File: src/rtl/spi_host.sv
// Byte-wide SPI initiator: turns READ/WRITE/STREAM requests into target command
// sequences on sclk/cs/mosi and captures miso for reads. Resets the target first.
module spi_host #(
   parameter int CLK_DIV = 4
) (
   input  logic       clk,
   input  logic       rst_n,
   input  logic       req_valid,
   output logic       req_ready,
   input  logic [1:0] req_op,
   input  logic [4:0] req_addr,
   input  logic [7:0] req_data,
   output logic       rsp_valid,
   output logic [7:0] rsp_data,
   output logic       busy,
   output logic       spi_rst_n,
   output logic       sclk,
   output logic       cs,
   output logic [7:0] mosi,
   input  logic [7:0] miso
);

   localparam int HW = $clog2(CLK_DIV + 1);
   localparam logic [HW-1:0] HLAST = HW'(CLK_DIV - 1);
   localparam logic [HW-1:0] HONE  = HW'(1);

   localparam logic [1:0] OP_READ   = 2'b00;
   localparam logic [1:0] OP_WRITE  = 2'b01;
   localparam logic [1:0] OP_STREAM = 2'b10;
   localparam logic [1:0] OP_RSVD   = 2'b11;

   typedef enum logic [2:0] {INIT, IDLE, SETUP, HOLD, DONE, GAP} state_t;

   state_t        state, state_nx;
   logic [HW-1:0] hcnt, hcnt_nx;
   logic [1:0]    bcnt, bcnt_nx;
   logic          sclk_nx, cs_nx, spi_rst_n_nx, rsp_valid_nx;
   logic [7:0]    mosi_nx, rsp_data_nx;
   logic [1:0]    op_q;
   logic [4:0]    addr_q;
   logic [7:0]    data_q;

   // Byte k of the command sequence for a given op.
   function automatic logic [7:0] cmd_byte(input logic [1:0] op, input logic [4:0] addr,
                                           input logic [7:0] data, input logic [1:0] k);
      logic [7:0] b;
      b = data;
      if (k == 2'd0) begin
         case (op)
            OP_READ:  b = 8'h03;
            OP_WRITE: b = 8'h02;
            default:  b = 8'h80;
         endcase
      end else if (k == 2'd1 && op != OP_STREAM) begin
         b = {3'b000, addr};
      end
      return b;
   endfunction

   function automatic logic [1:0] last_byte(input logic [1:0] op);
      return (op == OP_WRITE) ? 2'd2 : 2'd1;
   endfunction

   assign req_ready = (state == IDLE);
   assign busy      = (state != IDLE);

   always_ff @(posedge clk) begin
      if (state == IDLE && req_valid) begin
         op_q   <= req_op;
         addr_q <= req_addr;
         data_q <= req_data;
      end
   end

   always_ff @(posedge clk or negedge rst_n) begin
      if (!rst_n) begin
         state     <= INIT;
         hcnt      <= '0;
         bcnt      <= '0;
         sclk      <= 1'b0;
         cs        <= 1'b0;
         mosi      <= 8'h00;
         spi_rst_n <= 1'b0;
         rsp_valid <= 1'b0;
         rsp_data  <= 8'h00;
      end else begin
         state     <= state_nx;
         hcnt      <= hcnt_nx;
         bcnt      <= bcnt_nx;
         sclk      <= sclk_nx;
         cs        <= cs_nx;
         mosi      <= mosi_nx;
         spi_rst_n <= spi_rst_n_nx;
         rsp_valid <= rsp_valid_nx;
         rsp_data  <= rsp_data_nx;
      end
   end

   always_comb begin
      state_nx     = state;
      hcnt_nx      = hcnt;
      bcnt_nx      = bcnt;
      sclk_nx      = sclk;
      cs_nx        = cs;
      mosi_nx      = mosi;
      spi_rst_n_nx = spi_rst_n;
      rsp_valid_nx = 1'b0;
      rsp_data_nx  = rsp_data;
      case (state)
         INIT: begin
            // Two full sclk pulses with the target held in reset.
            if (hcnt == HLAST) begin
               hcnt_nx = '0;
               sclk_nx = ~sclk;
               if (sclk) begin
                  bcnt_nx = bcnt + 2'd1;
                  if (bcnt == 2'd1) begin
                     state_nx     = IDLE;
                     spi_rst_n_nx = 1'b1;
                     bcnt_nx      = '0;
                  end
               end
            end else begin
               hcnt_nx = hcnt + HONE;
            end
         end
         IDLE: begin
            if (req_valid) begin
               hcnt_nx = '0;
               bcnt_nx = '0;
               if (req_op == OP_RSVD) begin
                  state_nx     = DONE;
                  rsp_valid_nx = 1'b1;
                  rsp_data_nx  = 8'h00;
               end else begin
                  state_nx = SETUP;
                  cs_nx    = 1'b1;
                  mosi_nx  = cmd_byte(req_op, req_addr, req_data, 2'd0);
               end
            end
         end
         SETUP: begin
            if (hcnt == HLAST) begin
               hcnt_nx  = '0;
               sclk_nx  = 1'b1;
               state_nx = HOLD;
            end else begin
               hcnt_nx = hcnt + HONE;
            end
         end
         HOLD: begin
            // mosi only moves on the falling edge, so the target never sees it change while sclk=1.
            if (hcnt == HLAST) begin
               hcnt_nx = '0;
               sclk_nx = 1'b0;
               if (bcnt == last_byte(op_q)) begin
                  state_nx     = DONE;
                  cs_nx        = 1'b0;
                  mosi_nx      = 8'h00;
                  rsp_valid_nx = 1'b1;
                  rsp_data_nx  = (op_q == OP_READ) ? miso : 8'h00;
               end else begin
                  bcnt_nx  = bcnt + 2'd1;
                  mosi_nx  = cmd_byte(op_q, addr_q, data_q, bcnt + 2'd1);
                  state_nx = SETUP;
               end
            end else begin
               hcnt_nx = hcnt + HONE;
            end
         end
         DONE: begin
            hcnt_nx  = HONE;
            state_nx = (op_q == OP_RSVD || CLK_DIV == 1) ? IDLE : GAP;
         end
         GAP: begin
            if (hcnt == HLAST) begin
               hcnt_nx  = '0;
               state_nx = IDLE;
            end else begin
               hcnt_nx = hcnt + HONE;
            end
         end
         default: state_nx = INIT;
      endcase
   end

endmodule

File: config.mk
export PLATFORM = sky130hd
export DESIGN_NAME = spi_host
export DESIGN_NICKNAME = d
export VERILOG_FILES = /design/src/rtl/spi_host.sv
export SDC_FILE = /design/constraint.sdc
export NUM_CORES = 1
export LEC_CHECK = 0
export BUFFER_PORTS_ARGS = -buffer_cell sky130_fd_sc_hd__buf_2
export CAP_MARGIN = 20
export CORE_UTILIZATION = 50
export CTS_BUF_LIST = sky130_fd_sc_hd__clkbuf_2
export DETAILED_ROUTE_END_ITERATION = 10
export GPL_TIMING_DRIVEN = 0
export PLACE_DENSITY_LB_ADDON = 0.1
export SETUP_SLACK_MARGIN = 0.15
export SLEW_MARGIN = 5
export SYNTH_ARGS = -nofsm -noshare
export SYNTH_HDL_FRONTEND = slang
export SYNTH_SLANG_ARGS = --single-unit
File: constraint.sdc
create_clock -name clk -period 2.2 [get_ports clk]
set_clock_uncertainty 0.05 [all_clocks]
set_input_delay 0 -clock clk [delete_from_list [all_inputs] [get_ports clk]]
set_output_delay 0 -clock clk [all_outputs]
set_load 0.03 [all_outputs]
Word-level counts from Yosys, hierarchy flattened
Index checks and enable logic that the tools add are counted.
{ "totals": {"out_inout_bits": 22, "inputBits": 26, "reg_bits": 43, "elab_cells": 111} }
{ "classes": {"n_mux": 51, "n_bitwise": 1, "add_sub_neg": 2, "reduce_logical": 19, "n_eq_ne": 26} }
{ "ops": {"columns": ["op", "count"], "rows": [
  ["8-bit 2-to-1 mux", 11],
  ["8-bit case mux with 2 select lines", 4],
  ["3-bit 2-to-1 mux", 12],
  ["2-bit != test (second input constant)", 11],
  ["3-bit case mux with 6 select lines", 1],
  ["2-bit 2-to-1 mux", 7],
  ["4-bit AND reduction", 3],
  ["1-bit 2-to-1 mux", 11],
  ["5-bit AND reduction", 2],
  ["3-bit by 2-bit equality test with 1-bit output (second input constant)", 3],
  ["3-bit case mux with 3 select lines", 1],
  ["3-bit nonzero test", 3],
  ["2-bit by 1-bit equality test with 1-bit output (second input constant)", 4],
  ["7-bit AND reduction", 1],
  ["3-bit equality test (second input constant)", 2],
  ["2-bit logical NOT", 3],
  ["2-bit case mux with 3 select lines", 1],
  ["6-bit AND reduction", 1],
  ["2-bit equality test (second input constant)", 2],
  ["1-bit case mux with 2 select lines", 2],
  ["4-bit OR reduction", 1],
  ["3-bit by 1-bit adder with 3-bit output (second input constant)", 1],
  ["3-bit by 1-bit equality test with 1-bit output (second input constant)", 1],
  ["3-bit logical NOT", 1],
  ["9 further kinds", 10]
]} }

Depth between registers and ports, before layout
Gate-level depths: netlist of run 1.
{ "logic_depth": {"depth_word": 8, "ltp_mapped": 8, "ltp_nobuf": 7} }

Worst setup path after synthesis of run 1
Ideal clock, no wire load.
{ "synth_timing": {"kind": "register to register", "startpoint": "reg hcnt[0]", "endpoint": "reg mosi[5]", "synth_period_minus_slack_ns": 1.748, "required_time_ns": 2.028, "setup_time_ns": 0.122, "setup_slack_ns": 0.452, "path_stages_with_launch": 8, "t_arrival_ns": 1.577, "path_cell_list": "dfrtp_1 -> ha_1 -> nor2b_1 -> buf_2 -> a22oi_1 -> or2_1 -> buf_2 -> a32o_1"} }
{ "synth_via": {"elab_chain_cells": 3} }
{ "synth_lines": {"columns": ["item", "line", "source"], "rows": [
  ["start: declaration", "35", "logic [HW-1:0] hcnt, hcnt_nx;"],
  ["start signal: assignment", "88", "hcnt <= hcnt_nx;"],
  ["3-bit by 2-bit equality test with 1-bit output", "153", "if (hcnt == HLAST) begin"],
  ["2-bit != test (no source line)", null, null],
  ["4-bit AND reduction (no source line)", null, null],
  ["end signal: assignment", "92", "mosi <= mosi_nx;"],
  ["end: declaration", "19", "output logic [7:0] mosi,"]
]} }
No other way between the ends.
A chain may end at the register's enable or synchronous reset.

Final worst setup path of run 1
{ "layout_timing": {"startpoint": "reg state[1]", "endpoint": "reg rsp_data[3]"} }
{ "layout_via": {"elab_chain_cells": 3, "elab_cells_between_ends": 9, "cone_classes": "eq/ne (6); mux (1); reduce/logical (2)"} }
{ "layout_lines": {"columns": ["item", "line", "source"], "rows": [
  ["start: declaration", "34", "state_t state, state_nx;"],
  ["start signal: assignment", "87", "state <= state_nx;"],
  ["3-bit by 2-bit equality test with 1-bit output / 3-bit by 1-bit equality test with 1-bit output (equally long branches)", "109", "case (state)"],
  ["2-bit != test (no source line), or another cell as far along", null, null],
  ["5-bit AND reduction (no source line)", null, null],
  ["end signal: assignment", "95", "rsp_data <= rsp_data_nx;"],
  ["end: declaration", "14", "output logic [7:0] rsp_data,"]
]} }
Parallel ways exist; a longest one is shown, timed or not.

==> metrics.md, run 1 <==
| Metric | Value |
|---|---|
| Seq/Total Area, Yosys | `between 50% and 60%` |
| Largest net degree at the start of global routing | `29` |
| Area of the mapped netlist | `around 2200 sq um` |
| Clock-pin transition on the worst setup and hold timing paths | `about 0.23 ns` |
| Core box area | `just over 4000 sq um` |
| Initial antenna violation count | `0` |
| Post-synth top flop | `dfrtp_1` |
| Clk buf depth | `2` |
| Fmax | `between 500 and 600 MHz` |
| Final setup vio count | `0` |
| VDD IR max | `about 0.0007 V` |
| Outcome | `complete, no violations` |
| Worst endpoint required time | `roughly 2.5 ns` |
| Multi-input logic area | `just over 900 sq um` |
| DR iter-0 viols | `~150` |
| Num CTS Buffers | `5` |
| Hold slack final | `0.04539 ns` |
| DR WL/cell | `between 10 and 15 microns` |
| Syn Area/Cell | `about 11 sq um` |
| Post-route ant nets | `0` |
| Total area of sequential cells | `roughly 1200 sq um` |
| Area growth, synth to finish | `30.35%` |
| Final Cycle Share | `between 90% and 100%` |
| Total gr overflow | `0` |
| Fill cells | `roughly 340` |
| Ant diodes | `0` |
| Reg-to-reg critical path startpoint | `state[1]` |
| CP startpoint | `state[1]` |
| Syn Nets | `about 240` |
| Slew margin rel. | `just under 60%` |
| Fin cells | `between 300 and 400` |
| Starting Density | `a little over half` |
| Pre-antenna DRT Iters | `4` |
| H-tree level count | `2` |
| RSZ-0062 raised after global routing | `true` |
| Post-layout min period | `around 2.0 ns` |
| Detailed Route WL | `~4800 microns` |
| Async SR Flop Fraction | `65.12%` |
| Ports | `48` |
| Yosys cell types | `roughly 50` |
| Post-detail-place hpwl | `roughly 3100 microns` |
| Post-route DRC | `0` |
| Power Density | `around 1100 nW/um^2` |
| Dpl cells | `about 300` |
| Routed vias | `1802` |
| Cell Rows | `23` |
| CP endpoint kind | `flop` |
| Sink Count | `43` |
| Hold Violations, Final | `0` |
| Share of layout cells above drive strength 1 | `25.17%` |
| Final TNS setup | `0 ns` |
| Chip width | `67.80 microns` |
| MaxCap Viol Count | `0` |
| Critical setup path kind | `flop to flop` |
| Final estimated routing congestion in global placement | `0.8590` |
| Postcts setup bufs | `0` |
| Wire length of the first global-routing pass | `roughly 7400 microns` |
| Register bit count reported by yosys | `between 40 and 50` |
| TritonCTS clock tree | `built` |
| Hold Path Class | `primary input to asynchronous set/reset pin` |
| Die footprint | `around 4600 sq um` |
| Clock root buffer | `clkbuf_2` |
| Synthesized instance count | `a little over 200` |
| Startpoint types | `flop` |
| Slew @ Worst Pin | `roughly 0.63 ns` |
| Max Slew Vio Count | `0` |
| P_leak | `1.255 nW` |
| Final nets | `roughly 320` |
| Vias in the first global route | `about 1.6k` |
| Port bufs | `47` |
| Worst-Skew Late Latency | `~0.41 ns` |
| GRT Total Usage | `approximately 22%` |
| Ys Warns | `0` |
| EDFF count, synth | `15` |
| Vias per cell | `5.363` |
| Worst EP arrival | `between 2 and 2.5 ns` |
| Worst Path Max Fanout | `10` |
| Die H | `roughly 68 microns` |
-- Yosys cell counts (4+ instances only) --
cell | number | share of area [%]
dfrtp_1 | 28 | 32
edfxtp_1 | 15 | 21
inv_1 | 14 | 2.4
nand2_1 | 13 | 2.3
nor2b_1 | 13 | 3.8
o21ai_1 | 13 | 3.0
nor2_1 | 11 | 1.9
a21oi_1 | 10 | 2.3
nand3_1 | 10 | 2.3
mux2i_1 | 7 | 3.2
o21ai_0 | 6 | 1.4
clkbuf_1 | 5 | 0.87
ha_1 | 5 | 2.9
a31oi_1 | 4 | 1.2
buf_2 | 4 | 0.92
-- registers in the layout, summed over array words and instances, names as in the netlist --
name / flops
rsp_valid: 1
bcnt: 2
rsp_data: 8
spi_rst_n: 1
op_q: 2
mosi: 8
addr_q: 5
cs: 1
hcnt: 3
data_q: 8
state: 3
sclk: 1
-- logic make-up after synthesis --
| logic type | after synthesis | synth area share, % |
|---|---|---|
| adders and majority gates | 5 | 2.890 |
| muxes | 8 | 3.757 |
| buffers and inverters | 26 | 5.086 |
| DFF | 43 | 53.18 |
| and+or+nand+nor | 65 | 16.24 |
| AOI/OAI and AO/OA | 59 | 18.84 |
-- cell type report --
class | instances | area share (%)
buffer | 11 | 2.040
clock buffer | 6 | 1.064
clock inverter | 2 | 2.129
inverter | 15 | 2.129
multi-input combinational | 137 | 32.42
sequential | 43 | 40.80
tap | 50 | 2.217
timing repair buffer | 72 | 17.21
-- report_power, final --
group | switching [mW] | leakage, nW | internal (mW)
clock network | 0.261 | 0.0532 | 0.311
logic | 0.960 | 0.700 | 0.566
registers | 0.115 | 0.501 | 1.02
total | 1.34 | 1.26 | 1.89
-- final timing paths --
check	endpoint	slack [ns]	cells past startpoint
min	sclk	0.05	2
max in group asynchronous	state[2]	1.63	2
min reg2reg	mosi[7]	0.46	2
max	rsp_data[3]	0.21	7
max reg2reg	rsp_data[3]	0.21	7
min in group clk	addr_q[3]	0.24	2
-- layout by cell type (no fill, tap or decap), types with 10 or more instances in the layout --
master          n
a21oi_1        10
buf_2          50
dfrtp_1        28
dlygate4sd3_1  25
edfxtp_1       15
inv_1          13
nand2_1        13
nand3_1        10
nor2_1         11
nor2b_1        13
o21ai_1        13
-- worst max-delay path, stage by stage (launching register included) --
cell	delay (ns)
dfrtp_1	0.45
buf_2	0.20
nor2_1	0.29
nand3_1	0.25
o32ai_4	0.31
buf_6	0.21
nand3_1	0.07
o21ai_0	0.09
-- repair_timing --
item	CTS	global route
gates resized for setup	1	6
cloned	0	0
hold buffers	25	0
endpoints found under the hold margin	58	0
endpoints found under the setup margin	1	27
-- metrics by stage --
step / instance area [sq um] / worst slack [ns] / power [mW] / util, %
2_1_floorplan: 2165 / 0.4516 / 2.229 / -
3_3_place_gp: 2462 / 0.2254 / 2.583 / 60.26
3_5_place_dp: 2462 / 0.2171 / 2.604 / 60.26
4_1_cts: 2806 / 0.1630 / 3.204 / 68.68
5_1_grt: 2821 / 0.1162 / 3.443 / 69.04
6_report: 2821 / 0.2137 / 3.229 / 69.04
-- metal layers --
layer	global-route usage (%)	share of wire [%]	up-vias
met5	0	0	-
met4	6.771	1.6	0
met3	5.743	4.6	10
met2	37.00	49	50
met1	28.71	45	838
li1	-	-	904
(Power assumes the default switching activity.)
==> inputs of run 2 (changes only) <==
--- a/config.mk
+++ b/config.mk
@@ -7,13 +7,15 @@
 export LEC_CHECK = 0
 export BUFFER_PORTS_ARGS = -buffer_cell sky130_fd_sc_hd__buf_2
 export CAP_MARGIN = 20
-export CORE_UTILIZATION = 50
+export CELL_PAD_IN_SITES_DETAIL_PLACEMENT = 1
+export CELL_PAD_IN_SITES_GLOBAL_PLACEMENT = 1
+export CORE_UTILIZATION = 43
 export CTS_BUF_LIST = sky130_fd_sc_hd__clkbuf_2
 export DETAILED_ROUTE_END_ITERATION = 10
 export GPL_TIMING_DRIVEN = 0
 export PLACE_DENSITY_LB_ADDON = 0.1
 export SETUP_SLACK_MARGIN = 0.15
-export SLEW_MARGIN = 5
+export SLEW_MARGIN = 10
 export SYNTH_ARGS = -nofsm -noshare
 export SYNTH_HDL_FRONTEND = slang
 export SYNTH_SLANG_ARGS = --single-unit
==> metrics.md, run 2 (synthesis gave the netlist of run 1 again) <==
| Metric | Value |
|---|---|
| Detailed Route WL | `5898 microns (was 4791 microns)` |
| TritonCTS clock tree | `built (unchanged)` |
| Clk buf depth | `2 (unchanged)` |
| CP endpoint kind | `flop (unchanged)` |
| Die footprint | `5322 sq um (was 4596 sq um)` |
| Starting Density | `45.23% (was 52.97%)` |
| Chip width | `72.95 microns (was 67.80 microns)` |
| Final setup vio count | `0 (unchanged)` |
| Wire length of the first global-routing pass | `9397 microns (was 7431 microns)` |
| Worst Path Max Fanout | `10 (unchanged)` |
| Worst EP arrival | `2.19 ns (was 2.29 ns)` |
| Hold Violations, Final | `0 (unchanged)` |
| Core box area | `4786 sq um (was 4086 sq um)` |
| Share of layout cells above drive strength 1 | `26.55% (was 25.17%)` |
| Total gr overflow | `0 (unchanged)` |
| Clock-pin transition on the worst setup and hold timing paths | `0.24 ns (was 0.23 ns)` |
| Largest regs | `data_q: 8 flops, mosi: 8 flops, rsp_data: 8 flops (unchanged)` |
| Multi-input logic area | `917.1 sq um (was 914.6 sq um)` |
| VDD IR max | `0.0006100 V (was 0.0006990 V)` |
| Initial antenna violation count | `0 (unchanged)` |
| Post-route cell area | `2875 sq um (was 2821 sq um)` |
| Final estimated routing congestion in global placement | `0.7826 (was 0.8590)` |
| DR iter-0 viols | `55 (was 147)` |
| GRT Total Usage | `23.98% (was 22.39%)` |
| Max Slew Vio Count | `0 (unchanged)` |
| Total area of sequential cells | `1151 sq um (unchanged)` |
| Post-route ant nets | `0 (unchanged)` |
| DR WL/cell | `16.52 microns (was 14.26 microns)` |
| Area growth, synth to finish | `32.83% (was 30.35%)` |
| Final nets | `320 (was 316)` |
| Worst-Skew Late Latency | `0.41 ns (about the same)` |
| Startpoint types | `flop (unchanged)` |
| Hold Path Class | `primary input to asynchronous set/reset pin (unchanged)` |
| Largest net degree at the start of global routing | `29 (unchanged)` |
| Cell Rows | `25 (was 23)` |
| Sink Count | `43 (unchanged)` |
| Power Density | `1151 nW/um^2 (was 1145 nW/um^2)` |
| P_leak | `1.275 nW (was 1.255 nW)` |
| Clock root buffer | `clkbuf_2 (unchanged)` |
| Fmax | `517.1 MHz (was 503.4 MHz)` |
| Vias per cell | `5.190 (was 5.363)` |
| MaxCap Viol Count | `0 (unchanged)` |
| Post-layout min period | `1.934 ns (was 1.986 ns)` |
| RSZ-0062 raised after global routing | `true (unchanged)` |
| Port bufs | `47 (unchanged)` |
| Die H | `72.95 microns (was 67.80 microns)` |
| Total power | `3.308 mW (was 3.229 mW)` |
| Routed vias | `1853 (was 1802)` |
| Ant diodes | `0 (unchanged)` |
| Vias in the first global route | `1872 (was 1632)` |
| Num CTS Buffers | `5 (unchanged)` |
| Pre-antenna DRT Iters | `4 (unchanged)` |
| Most common cell after layout, fill and taps aside | `buf_2 (unchanged)` |
| Final Cycle Share | `87.90% (was 90.29%)` |
| Fill cells | `551 (was 335)` |
| Worst endpoint required time | `2.46 ns (was 2.50 ns)` |
| Final TNS setup | `0 ns (unchanged)` |
| Outcome | `complete, no violations (unchanged)` |
| Post-route DRC | `0 (unchanged)` |
| Most frequent cells in the layout | `50 x buf_2, 28 x dfrtp_1, 25 x dlygate4sd3_1 (unchanged)` |
| Critical setup path kind | `flop to flop (unchanged)` |
| DP Area | `2484 sq um (was 2462 sq um)` |
| H-tree level count | `2 (unchanged)` |
| Hold slack final | `0.04795 ns (was 0.04539 ns)` |
| Slew margin rel. | `55.37% (was 57.94%)` |
| Ports | `48 (unchanged)` |
| Post-detail-place hpwl | `3668 microns (was 3111 microns)` |
| Slew @ Worst Pin | `0.6659 ns (was 0.6309 ns)` |
## run 2: cell types whose count changed in the layout (fill, tap and decap cells not counted), sizes merged
cell / delta
buf: +5
clkbuf: -1
## run 2: stage by stage
stage	cells	utilization, %	worst slack (ns)
floorplan	206	-	0.4516
global placement	320	51.90	0.1945
detailed placement	320	51.90	0.1538
CTS	354	59.24	0.1560
global route	357	60.08	0.1294
finish	357	60.08	0.2662
## run 2: repair_timing
| item | CTS | global route |
|---|---|---|
| setup buffers | 1 | 3 |
| pin swaps | 0 | 1 |
| hold endpoints to repair | 58 | 0 |
| resized for setup | 1 | 8 |
| setup endpoints to repair | 21 | 19 |
| hold buffers | 25 | 0 |
## run 2: worst paths after layout
kind | startpoint | endpoint | slack (ns) | depth (start not counted)
worst max-delay path | hcnt[1] | mosi[6] | 0.27 | 7
worst min-delay path | rst_n | hcnt[2] | 0.05 | 2
worst max register to register | hcnt[1] | mosi[6] | 0.27 | 7
worst min register to register | mosi[7] | mosi[7] | 0.47 | 2
max in group asynchronous | rst_n | bcnt[1] | 1.59 | 2
min in group clk | req_data[5] | data_q[5] | 0.22 | 2
## run 2: final cells by class
cell class | instances | area share, %
repair buffers | 76 | 17.93
flip-flops and latches | 43 | 40.03
multi-input cells | 137 | 31.90
clock buffers | 6 | 1.044
well taps | 67 | 2.916
inverters | 15 | 2.089
clock inverters | 2 | 2.089
plain buffers | 11 | 2.002
## run 2: critical path, cell delays in order (launching register included)
cell and delay (ns):
dfrtp_1 0.44, ha_2 0.24, nor2b_1 0.15, buf_4 0.17, a22oi_2 0.10, or2_1 0.25, buf_2 0.19, a32o_1 0.23
## run 2: routing by layer
| metal | track usage, % | vias to the layer above | part of all wire, % |
|---|---|---|---|
| met5 | 0 | - | 0 |
| met4 | 6.100 | 0 | 1.3 |
| met3 | 4.282 | 10 | 2.8 |
| met2 | 43.72 | 43 | 52 |
| met1 | 29.21 | 896 | 44 |
| li1 | - | 904 | - |
## run 2: power by group
group	internal (mW)	switching, mW	total, mW
clock network	0.311	0.271	0.581
registers	1.02	0.115	1.13
logic	0.594	1.00	1.59
==> inputs of run 3 (changes only) <==
--- a/config.mk
+++ b/config.mk
@@ -9,10 +9,10 @@
 export CAP_MARGIN = 20
 export CELL_PAD_IN_SITES_DETAIL_PLACEMENT = 1
 export CELL_PAD_IN_SITES_GLOBAL_PLACEMENT = 1
-export CORE_UTILIZATION = 43
+export CORE_UTILIZATION = 46
 export CTS_BUF_LIST = sky130_fd_sc_hd__clkbuf_2
 export DETAILED_ROUTE_END_ITERATION = 10
-export GPL_TIMING_DRIVEN = 0
+export GPL_TIMING_DRIVEN = 1
 export PLACE_DENSITY_LB_ADDON = 0.1
 export SETUP_SLACK_MARGIN = 0.15
 export SLEW_MARGIN = 10
==> constraint.sdc (replaced) <==
create_clock -name clk -period 2.3 [get_ports clk]
set_clock_uncertainty 0.05 [all_clocks]
set_input_delay 0 -clock clk [delete_from_list [all_inputs] [get_ports clk]]
set_output_delay 0 -clock clk [all_outputs]
set_load 0.03 [all_outputs]
==> metrics.md, run 3 (synthesis gave the netlist of run 1 again) <==
| Metric | Value |
|---|---|
| Die H | `70.60 microns (was 72.95 microns)` |
| Clk buf depth | `2 (unchanged)` |
| Area growth, synth to finish | `30.35% (was 32.83%)` |
| Final nets | `313 (was 320)` |
| Reg-to-reg critical path startpoint | `bcnt[0] (was hcnt[1])` |
| H-tree level count | `2 (unchanged)` |
| Final Cycle Share | `86.51% (was 87.90%)` |
| Core box area | `4444 sq um (was 4786 sq um)` |
| Cell count of the worst reg-to-reg path | `6 (was 7)` |
| Met1 usage | `32.17% (was 29.21%)` |
| Final TNS setup | `0 ns (unchanged)` |
| Postcts setup bufs | `0 (was 1)` |
| GRT Total Usage | `27.89% (was 23.98%)` |
| Most common cell after layout, fill and taps aside | `buf_2 (unchanged)` |
| VDD IR max | `0.0006515 V (was 0.0006100 V)` |
| Share of layout cells above drive strength 1 | `26.15% (was 26.55%)` |
| Port bufs | `47 (unchanged)` |
| Violated checks | `design-rule violations` |
| Wire length of the first global-routing pass | `10290 microns (was 9397 microns)` |
| Num CTS Buffers | `5 (unchanged)` |
| DR iter-0 viols | `143 (was 55)` |
| Pre-antenna DRT Iters | `7 (was 4)` |
| Largest net degree at the start of global routing | `29 (unchanged)` |
| Fmax | `502.6 MHz (was 517.1 MHz)` |
| Post-layout min period | `1.990 ns (was 1.934 ns)` |
| Post-route cell area | `2821 sq um (was 2875 sq um)` |
| Initial antenna violation count | `0 (unchanged)` |
| Worst EP arrival | `2.23 ns (was 2.19 ns)` |
| Critical R2R Capture | `mosi[1] (was mosi[6])` |
| Post-route ant nets | `0 (unchanged)` |
| Most frequent cells in the layout | `47 x buf_2, 27 x dfrtp_1, 25 x dlygate4sd3_1 (was 50 x buf_2, 28 x dfrtp_1, 25 x dlygate4sd3_1)` |
| Post-route DRC | `10 (was 0)` |
| Critical setup path kind | `flop to flop (unchanged)` |
| P_leak | `1.272 nW (was 1.275 nW)` |
| Slew @ Worst Pin | `0.6359 ns (was 0.6659 ns)` |
| Slew margin rel. | `57.61% (was 55.37%)` |
| Total gr overflow | `0 (unchanged)` |
| Gr busiest metal | `met2 (unchanged)` |
| Pre-CTS setup slack | `0.3556 ns (was 0.1538 ns)` |
| Outcome | `finished with violations (was complete, no violations)` |
| Worst endpoint required time | `2.55 ns (was 2.46 ns)` |
| Chip width | `70.60 microns (was 72.95 microns)` |
| Hold Path Class | `primary input to asynchronous set/reset pin (unchanged)` |
| Starting Density | `48.70% (was 45.23%)` |
| Detailed Route WL | `6356 microns (was 5898 microns)` |
| Ant diodes | `0 (unchanged)` |
| MaxCap Viol Count | `0 (unchanged)` |
| Vias in the first global route | `1976 (was 1872)` |
| Dpl cells | `302 (was 320)` |
| Largest regs | `data_q: 8 flops, mosi: 8 flops, rsp_data: 8 flops (unchanged)` |
| TritonCTS clock tree | `built (unchanged)` |
| Post-detail-place hpwl | `3799 microns (was 3668 microns)` |
| Final estimated routing congestion in global placement | `0.8509 (was 0.7826)` |
| CP endpoint kind | `flop (unchanged)` |
| DR WL/cell | `18.97 microns (was 16.52 microns)` |
| RSZ-0062 raised after global routing | `false (was true)` |
| Hold Violations, Final | `0 (unchanged)` |
| Worst-Skew Late Latency | `0.42 ns (was 0.41 ns)` |
| Ports | `48 (unchanged)` |
| Worst Path Max Fanout | `7 (was 10)` |
| Die footprint | `4984 sq um (was 5322 sq um)` |
| Cell Rows | `24 (was 25)` |
| Clock root buffer | `clkbuf_2 (unchanged)` |
| Max Slew Vio Count | `0 (unchanged)` |
| GRT met3 Usage | `5.271% (was 4.282%)` |
| Setup WS post-layout | `0.3103 ns (was 0.2662 ns)` |
| Reg2reg setup slack | `0.31 ns (was 0.27 ns)` |
| Fin cells | `335 (was 357)` |
| Clock-pin transition on the worst setup and hold timing paths | `0.24 ns (about the same)` |
| Power Density | `1128 nW/um^2 (was 1151 nW/um^2)` |
| Sink Count | `43 (unchanged)` |
| Routed vias | `1901 (was 1853)` |
| Fill cells | `496 (was 551)` |
| Startpoint types | `flop (unchanged)` |
| Met2 usage | `52.32% (was 43.72%)` |
| Vias per cell | `5.675 (was 5.190)` |
| Final setup vio count | `0 (unchanged)` |
| DP Area | `2471 sq um (was 2484 sq um)` |
-- run 3: worst max-delay path by stage --
| stage | cells after the start | start | end | slack [ns] |
|---|---|---|---|---|
| CTS | 6 | hcnt[0] | cs | 0.30 |
| floorplan | 7 | hcnt[0] | mosi[5] | 0.55 |
| finish | 6 | bcnt[0] | mosi[1] | 0.31 |
| global route | 6 | bcnt[0] | mosi[1] | 0.17 |
| detailed placement | 6 | hcnt[0] | cs | 0.36 |
| global placement | 6 | hcnt[0] | cs | 0.41 |
-- run 3: repair_timing --
action | 4_1_cts | 5_1_grt
hold endpoints to repair | 56 | 0
hold buffers | 25 | 0
gates resized for setup | 0 | 4
endpoints found under the setup margin | 0 | 3
-- run 3: layout make-up --
cell class / count / area (sq um) / area share [%]
Inverter: 15 / 56.30 / 1.996
Sequential cell: 43 / 1152 / 40.84
Tap cell: 52 / 65.06 / 2.306
Multi-Input combinational cell: 137 / 912.1 / 32.33
Clock buffer: 6 / 30.03 / 1.064
Clock inverter: 2 / 60.06 / 2.129
Timing Repair Buffer: 80 / 545.5 / 19.33
-- run 3: per-layer routing --
layer / up-vias / routed length, microns
li1: 890 / -
met1: 938 / 2522
met2: 60 / 3414
met3: 13 / 262
met4: 0 / 157
met5: - / 0
-- run 3: critical path, stage by stage, from the launching register on --
cell      delay [ns]
dfrtp_2         0.49
inv_1           0.13
ha_2            0.24
o21ai_2         0.15
mux2_1          0.36
o211ai_1        0.30
a21oi_1         0.12
-- run 3: through the flow --
stage          total power, mW  utilization, %  hold WS (ns)
6_report                 3.182           63.49       0.03316
5_1_grt                  3.379           63.49       0.08698
4_1_cts                  3.129           63.26       0.05820
3_5_place_dp             2.539           55.60       0.01039
3_3_place_gp             2.504           55.60      0.003838
2_1_floorplan            2.133               -       -0.3456
-- run 3: where the power goes --
part	internal [mW]	switching [mW]
clock network	0.297	0.257
registers	0.975	0.159
logic	0.554	0.941
total	1.83	1.36
